File: src/rtl/mult_share_ctrl_if.sv
// Request/result bundle between two clients, the shared multiplier scheduler and the downstream consumer.
interface mult_share_ctrl_if #(
    parameter int unsigned N = 4,
    parameter int unsigned M = 4
);
    logic             req0_valid;
    logic [N-1:0]     req0_a;
    logic [M-1:0]     req0_b;
    logic             req0_ready;
    logic             req1_valid;
    logic [N-1:0]     req1_a;
    logic [M-1:0]     req1_b;
    logic             req1_ready;
    logic             res_valid;
    logic             res_ready;
    logic [N+M-1:0]   res_data;
    logic             res_id;

    modport master (
        output req0_valid, req0_a, req0_b, req1_valid, req1_a, req1_b, res_ready,
        input  req0_ready, req1_ready, res_valid, res_data, res_id
    );

    modport slave (
        input  req0_valid, req0_a, req0_b, req1_valid, req1_a, req1_b, res_ready,
        output req0_ready, req1_ready, res_valid, res_data, res_id
    );
endinterface

File: src/rtl/mult_share_ctrl.sv
// Round-robin scheduler sharing one iterative shift-add multiplier between two requesters.
// Fixed M-cycle computation; the product is held until downstream accepts it.
module mult_share_ctrl #(
    parameter int unsigned N = 4,
    parameter int unsigned M = 4
) (
    input  logic             clk,
    input  logic             rstn,
    mult_share_ctrl_if.slave bus,
    output logic             busy
);
    localparam int unsigned W  = N + M;
    localparam int unsigned CW = (M > 1) ? $clog2(M) : 1;

    typedef enum logic [1:0] {
        ST_IDLE = 2'd0,
        ST_CALC = 2'd1,
        ST_DONE = 2'd2
    } state_t;

    state_t          state;
    logic            pri;
    logic            id;
    logic [W-1:0]    acc;
    logic [W-1:0]    a_sh;
    logic [M-1:0]    b_sh;
    logic [CW-1:0]   cnt;
    logic            res_valid;
    logic [W-1:0]    res_data;
    logic            res_id;

    logic            gnt_valid;
    logic            gnt_id;
    logic [N-1:0]    sel_a;
    logic [M-1:0]    sel_b;
    logic [W-1:0]    acc_step;

    // Grant only in IDLE; on contention the priority pointer decides.
    always_comb begin
        gnt_valid = 1'b0;
        gnt_id    = 1'b0;
        if (state == ST_IDLE) begin
            if (bus.req0_valid && bus.req1_valid) begin
                gnt_valid = 1'b1;
                gnt_id    = pri;
            end else if (bus.req0_valid) begin
                gnt_valid = 1'b1;
                gnt_id    = 1'b0;
            end else if (bus.req1_valid) begin
                gnt_valid = 1'b1;
                gnt_id    = 1'b1;
            end
        end
    end

    assign sel_a    = gnt_id ? bus.req1_a : bus.req0_a;
    assign sel_b    = gnt_id ? bus.req1_b : bus.req0_b;
    assign acc_step = b_sh[0] ? (acc + a_sh) : acc;

    assign bus.req0_ready = gnt_valid && !gnt_id;
    assign bus.req1_ready = gnt_valid && gnt_id;
    assign bus.res_valid  = res_valid;
    assign bus.res_data   = res_data;
    assign bus.res_id     = res_id;
    assign busy           = (state != ST_IDLE);

    // Control FSM and datapath; CALC always runs exactly M steps.
    always_ff @(posedge clk or negedge rstn) begin
        if (!rstn) begin
            state     <= ST_IDLE;
            pri       <= 1'b0;
            id        <= 1'b0;
            acc       <= '0;
            a_sh      <= '0;
            b_sh      <= '0;
            cnt       <= '0;
            res_valid <= 1'b0;
            res_data  <= '0;
            res_id    <= 1'b0;
        end else begin
            case (state)
                ST_IDLE: begin
                    if (gnt_valid) begin
                        acc   <= '0;
                        a_sh  <= W'(sel_a);
                        b_sh  <= sel_b;
                        cnt   <= '0;
                        id    <= gnt_id;
                        state <= ST_CALC;
                    end
                end
                ST_CALC: begin
                    acc  <= acc_step;
                    a_sh <= a_sh << 1;
                    b_sh <= b_sh >> 1;
                    cnt  <= cnt + CW'(1);
                    if (cnt == CW'(M - 1)) begin
                        state     <= ST_DONE;
                        res_valid <= 1'b1;
                        res_data  <= acc_step;
                        res_id    <= id;
                    end
                end
                ST_DONE: begin
                    if (bus.res_ready) begin
                        res_valid <= 1'b0;
                        pri       <= ~id;
                        state     <= ST_IDLE;
                    end
                end
                default: state <= ST_IDLE;
            endcase
        end
    end
endmodule

File: src/flat_wrapper.sv
// flat-port wrapper written by rule: the top's interface ports become plain ports
module mult_share_ctrl_flat 
#(
    parameter int unsigned N = 4,
    parameter int unsigned M = 4
)
  (clk, rstn, busy, bus_req0_valid, bus_req0_a, bus_req0_b, bus_req1_valid, bus_req1_a, bus_req1_b, bus_res_ready, bus_req0_ready, bus_req1_ready, bus_res_valid, bus_res_data, bus_res_id);
  mult_share_ctrl_if #(.N(N), .M(M)) bus_i ();
  input  logic clk;
  input  logic rstn;
  output logic busy;
  input wire logic [$bits(bus_i.req0_valid)-1:0] bus_req0_valid;
  input wire logic [$bits(bus_i.req0_a)-1:0] bus_req0_a;
  input wire logic [$bits(bus_i.req0_b)-1:0] bus_req0_b;
  input wire logic [$bits(bus_i.req1_valid)-1:0] bus_req1_valid;
  input wire logic [$bits(bus_i.req1_a)-1:0] bus_req1_a;
  input wire logic [$bits(bus_i.req1_b)-1:0] bus_req1_b;
  input wire logic [$bits(bus_i.res_ready)-1:0] bus_res_ready;
  output wire logic [$bits(bus_i.req0_ready)-1:0] bus_req0_ready;
  output wire logic [$bits(bus_i.req1_ready)-1:0] bus_req1_ready;
  output wire logic [$bits(bus_i.res_valid)-1:0] bus_res_valid;
  output wire logic [$bits(bus_i.res_data)-1:0] bus_res_data;
  output wire logic [$bits(bus_i.res_id)-1:0] bus_res_id;
  assign bus_i.req0_valid = bus_req0_valid;
  assign bus_i.req0_a = bus_req0_a;
  assign bus_i.req0_b = bus_req0_b;
  assign bus_i.req1_valid = bus_req1_valid;
  assign bus_i.req1_a = bus_req1_a;
  assign bus_i.req1_b = bus_req1_b;
  assign bus_i.res_ready = bus_res_ready;
  assign bus_req0_ready = bus_i.req0_ready;
  assign bus_req1_ready = bus_i.req1_ready;
  assign bus_res_valid = bus_i.res_valid;
  assign bus_res_data = bus_i.res_data;
  assign bus_res_id = bus_i.res_id;
  mult_share_ctrl #(.N(N), .M(M)) u_core (.clk(clk), .rstn(rstn), .bus(bus_i), .busy(busy));
endmodule
File: config.mk
export PLATFORM = sky130hd
export DESIGN_NAME = mult_share_ctrl_flat
export DESIGN_NICKNAME = d
export VERILOG_FILES = /design/src/rtl/mult_share_ctrl_if.sv /design/src/rtl/mult_share_ctrl.sv /design/src/flat_wrapper.sv
export SDC_FILE = /design/constraint.sdc
export NUM_CORES = 1
export LEC_CHECK = 0
export CAP_MARGIN = 20
export CORE_MARGIN = 2
export CORE_UTILIZATION = 26
export DETAILED_ROUTE_END_ITERATION = 12
export GPL_TIMING_DRIVEN = 0
export PLACE_DENSITY_LB_ADDON = 0.08
export SETUP_SLACK_MARGIN = 0.2
export SYNTH_ARGS = -nofsm -noshare
export SYNTH_HDL_FRONTEND = slang
export SYNTH_SLANG_ARGS = --single-unit
File: constraint.sdc
create_clock -name clk -period 2.8 [get_ports clk]
set_clock_uncertainty 0.1 [all_clocks]
set_input_delay 0.56 -clock clk [delete_from_list [all_inputs] [get_ports clk]]
set_output_delay 0.56 -clock clk [all_outputs]
set_load 0.1 [all_outputs]
==> results.cfg <==
[timing]
finalMaxSlewViolations = 0
worstMarginPinSlew_ns = 0.9677
timing.slew.headroom = 0.3528
holdWs_ns = 0.2785
fin_crit_ns = 2.640
setup_viol = 0
rsz0062_at_grt = true
finalHoldViolCount = 0
fmax_ghz = 0.3788
post-route-period-util = 0.9428

[grt]
grt_pass1_wl_mm = 8.211
overflow = 0
antenna_found_initial = 0
grt_usage = 0.1289
grt_max_degree = 37
grt_pass1_vias = 1560

[final_layout]
final_util = 0.3448
antennaDiodeCount = 0
final_cells = 337
area.growth.synth_to_final_pct = 29.18
final_layout_size_suffix_gt1_frac = 0.1008
finish.instance_area_um2 = 2487
layout.nets = 268

[die]
start_util = 0.2669
dieArea_um2 = 8111
rows = 31
io_pins = 34
die_w_um = 90.06
die_y_um = 90.06
coreArea_um2 = 7214

[synth]
synth_top_family_by_area = compound AO/OA/AOI/OAI gates
synthSimpleGateAreaFrac = 0.1546
synth_area_per_cell_um2 = 9.775
yosys.area.top_type_share = 0.4678
synth_warnings = 0
synth.area.top_cells = dfrtp_1 (47%), nand2_1 (5.7%), ha_1 (5.2%), a22o_1 (4.5%), o21ai_0 (3.6%)
yosysSeqAreaShare = 0.4678
synthFlopType = dfrtp_1
yosysUniqueCellTypes = 41
synth_edf_count = 0
yosysMostFrequentCell = dfrtp_1
synth_xor_area_frac = 0.02274
synthAdderAreaFrac = 0.06238
syn_area_um2 = 1926
yosys_register_bits = 36
netlist_instances = 197
yosys-top-cells-count = dfrtp_1 (36), nand2_1 (29), o21ai_0 (14)
synthMuxAreaShare = 0.02079
syn_nets = 227
synth_top_cell_by_area = dfrtp_1
async_reset_ff_frac = 1.000
synth-compound-area-share = 0.2372

[cts]
cts_root_buf = clkbuf_8
clk_latency_ns = 0.29
clock_sinks = 36
htreeDepth = 2
cts_buffers = 5
cts_buffer_depth = 2
cts_tree = yes
clk_pin_slew_ns = 0.07

[detailed_routing]
wire_per_inst_um = 14.50
drc = 0
drtIter0Drc = 74
drt.antenna.violating_nets = 0
routed_wl_mm = 4.885
viasPerCell = 4.668
dr.pass1.iters = 4
vias = 1573

[setup_path]
cp_max_fo = 8
cp_cell_sequence = clkdlybuf4s50_1, a21boi_4, and2_1, clkbuf_4
cpPeakStageDelay_ns = 0.61
cp.arrival_ns = 1.98
cp.required_ns = 2.14
slowest_stage = clkdlybuf4s50_1
crit_buf_inv = 2
cp_top_family = buffers and inverters
critPathKind = input pin to output pin
end_kind = output pin
start_kind = input pin

[place]
numPlacedInstances = 329
place_area_um2 = 2375
gp_congestion = 0.7676
io_buffers = 33
dp_hpwl_mm = 3.512

[job]
max-cap-violations = 0

[pwr]
leakage_uw = 0.001115
power_density_nw_per_um2 = 1243
ir_worst_vdd_v = 0.0003870

[outcome]
run_status = finished, final reports clean

[hold_path]
hold_class = input pin to async pin
==> cell type report <==
type                    instances  area (um2)
repair buffers                 34       322.8
well taps                      99       123.9
clock buffers                   7       96.34
flip-flops and latches         36       900.9
inverters                       7       26.28
multi-input cells             144       977.2
plain buffers                  10       40.04
fillers                       772        4727
==> where the power goes <==
part	internal (uW)	leakage [uW]	switching (uW)
Clock	219	0.0000503	187
Sequential	733	0.000455	153
Combinational	594	0.000609	1200
Total	1550	0.00111	1540
==> cell families (layout without fill, tap and decap cells) <==
| logic type | Yosys count | in the layout |
|---|---|---|
| mux | 4 | 4 |
| compound gates | 65 | 65 |
| xor+xnor | 5 | 5 |
| buf+inv | 17 | 58 |
| simple gates | 61 | 61 |
| fa+ha+maj | 9 | 9 |
| flops | 36 | 36 |
==> worst paths after layout <==
kind                                   startpoint                endpoint  slack [ns]  cells past startpoint
max                                bus_req0_valid          bus_req0_ready        0.16                      4
min                                          rstn          u_core.a_sh[7]        0.28                      1
max reg2reg                        u_core.a_sh[0]  u_core.bus.res_data[6]        0.56                      7
min reg2reg                u_core.bus.res_data[6]  u_core.bus.res_data[6]        0.38                      2
max in group asynchronous                    rstn  u_core.bus.res_data[0]        1.78                      1
min in group clk           u_core.bus.res_data[6]  u_core.bus.res_data[6]        0.38                      2
==> cell usage in the layout, fill, tap and decap left out, drive strengths merged, types with 2 or more instances in the layout <==
cell type      Yosys  layout
ha                 8       8
buf                2       6
dfrtp             36      36
nor2b              6       6
a21boi             2       2
xor2               3       3
o21ai             15      15
nand3              2       2
and2               3       3
mux2i              4       4
a21o               4       4
nand2             29      29
nor2               9       9
and3               3       3
a31oi              2       2
a21oi             13      13
a221oi             5       5
o31ai              7       7
a22o              10      10
clkdlybuf4s50      0      29
clkbuf             8      16
a22oi              2       2
inv                7       7
xnor2              2       2
nor3               3       3
==> sequential cells by signal (all words and copies together), names as in the netlist <==
name	flops
u_core.a_sh	8
u_core.acc	8
u_core.b_sh	4
u_core.bus.res_data	8
u_core.bus.res_id	1
u_core.bus.res_valid	1
u_core.cnt	2
u_core.id	1
u_core.pri	1
u_core.state	2
==> timing repair <==
action | 4_1_cts | 5_1_grt
pin swaps | 0 | 0
setup endpoints to repair | 3 | 3
hold buffers | 0 | 0
resized for setup | 15 | 5
setup buffers | 0 | 1
==> stage by stage <==
step                      power (uW)  TNS [ns]  worst slack, ns
final                           3092         0           0.1602
after global routing            3344         0           0.1100
after CTS                       3125         0         0.002837
after detailed placement        2716    -1.699          -0.8848
after global placement          2703    -1.741          -0.9140
after floorplan                 2244         0           0.4065
==> worst reg2reg max path: cells and delay by family (launching register included) <==
family / cells / cell delay (ns)
DFF: 1 / 0.41
muxes: 1 / 0.23
AOI/OAI and AO/OA: 3 / 0.64
adders and majority gates: 2 / 0.69
and+or+nand+nor: 1 / 0.06
==> metal layers <==
layer | share of wire | vias up | GRT usage
met4 | 0.011 | 0 | 0.03846
met3 | 0.043 | 5 | 0.02766
li1 | - | 795 | -
met5 | 0 | - | 0
met1 | 0.49 | 734 | 0.1816
met2 | 0.46 | 39 | 0.1986
Power figures use the tool's default switching activity.
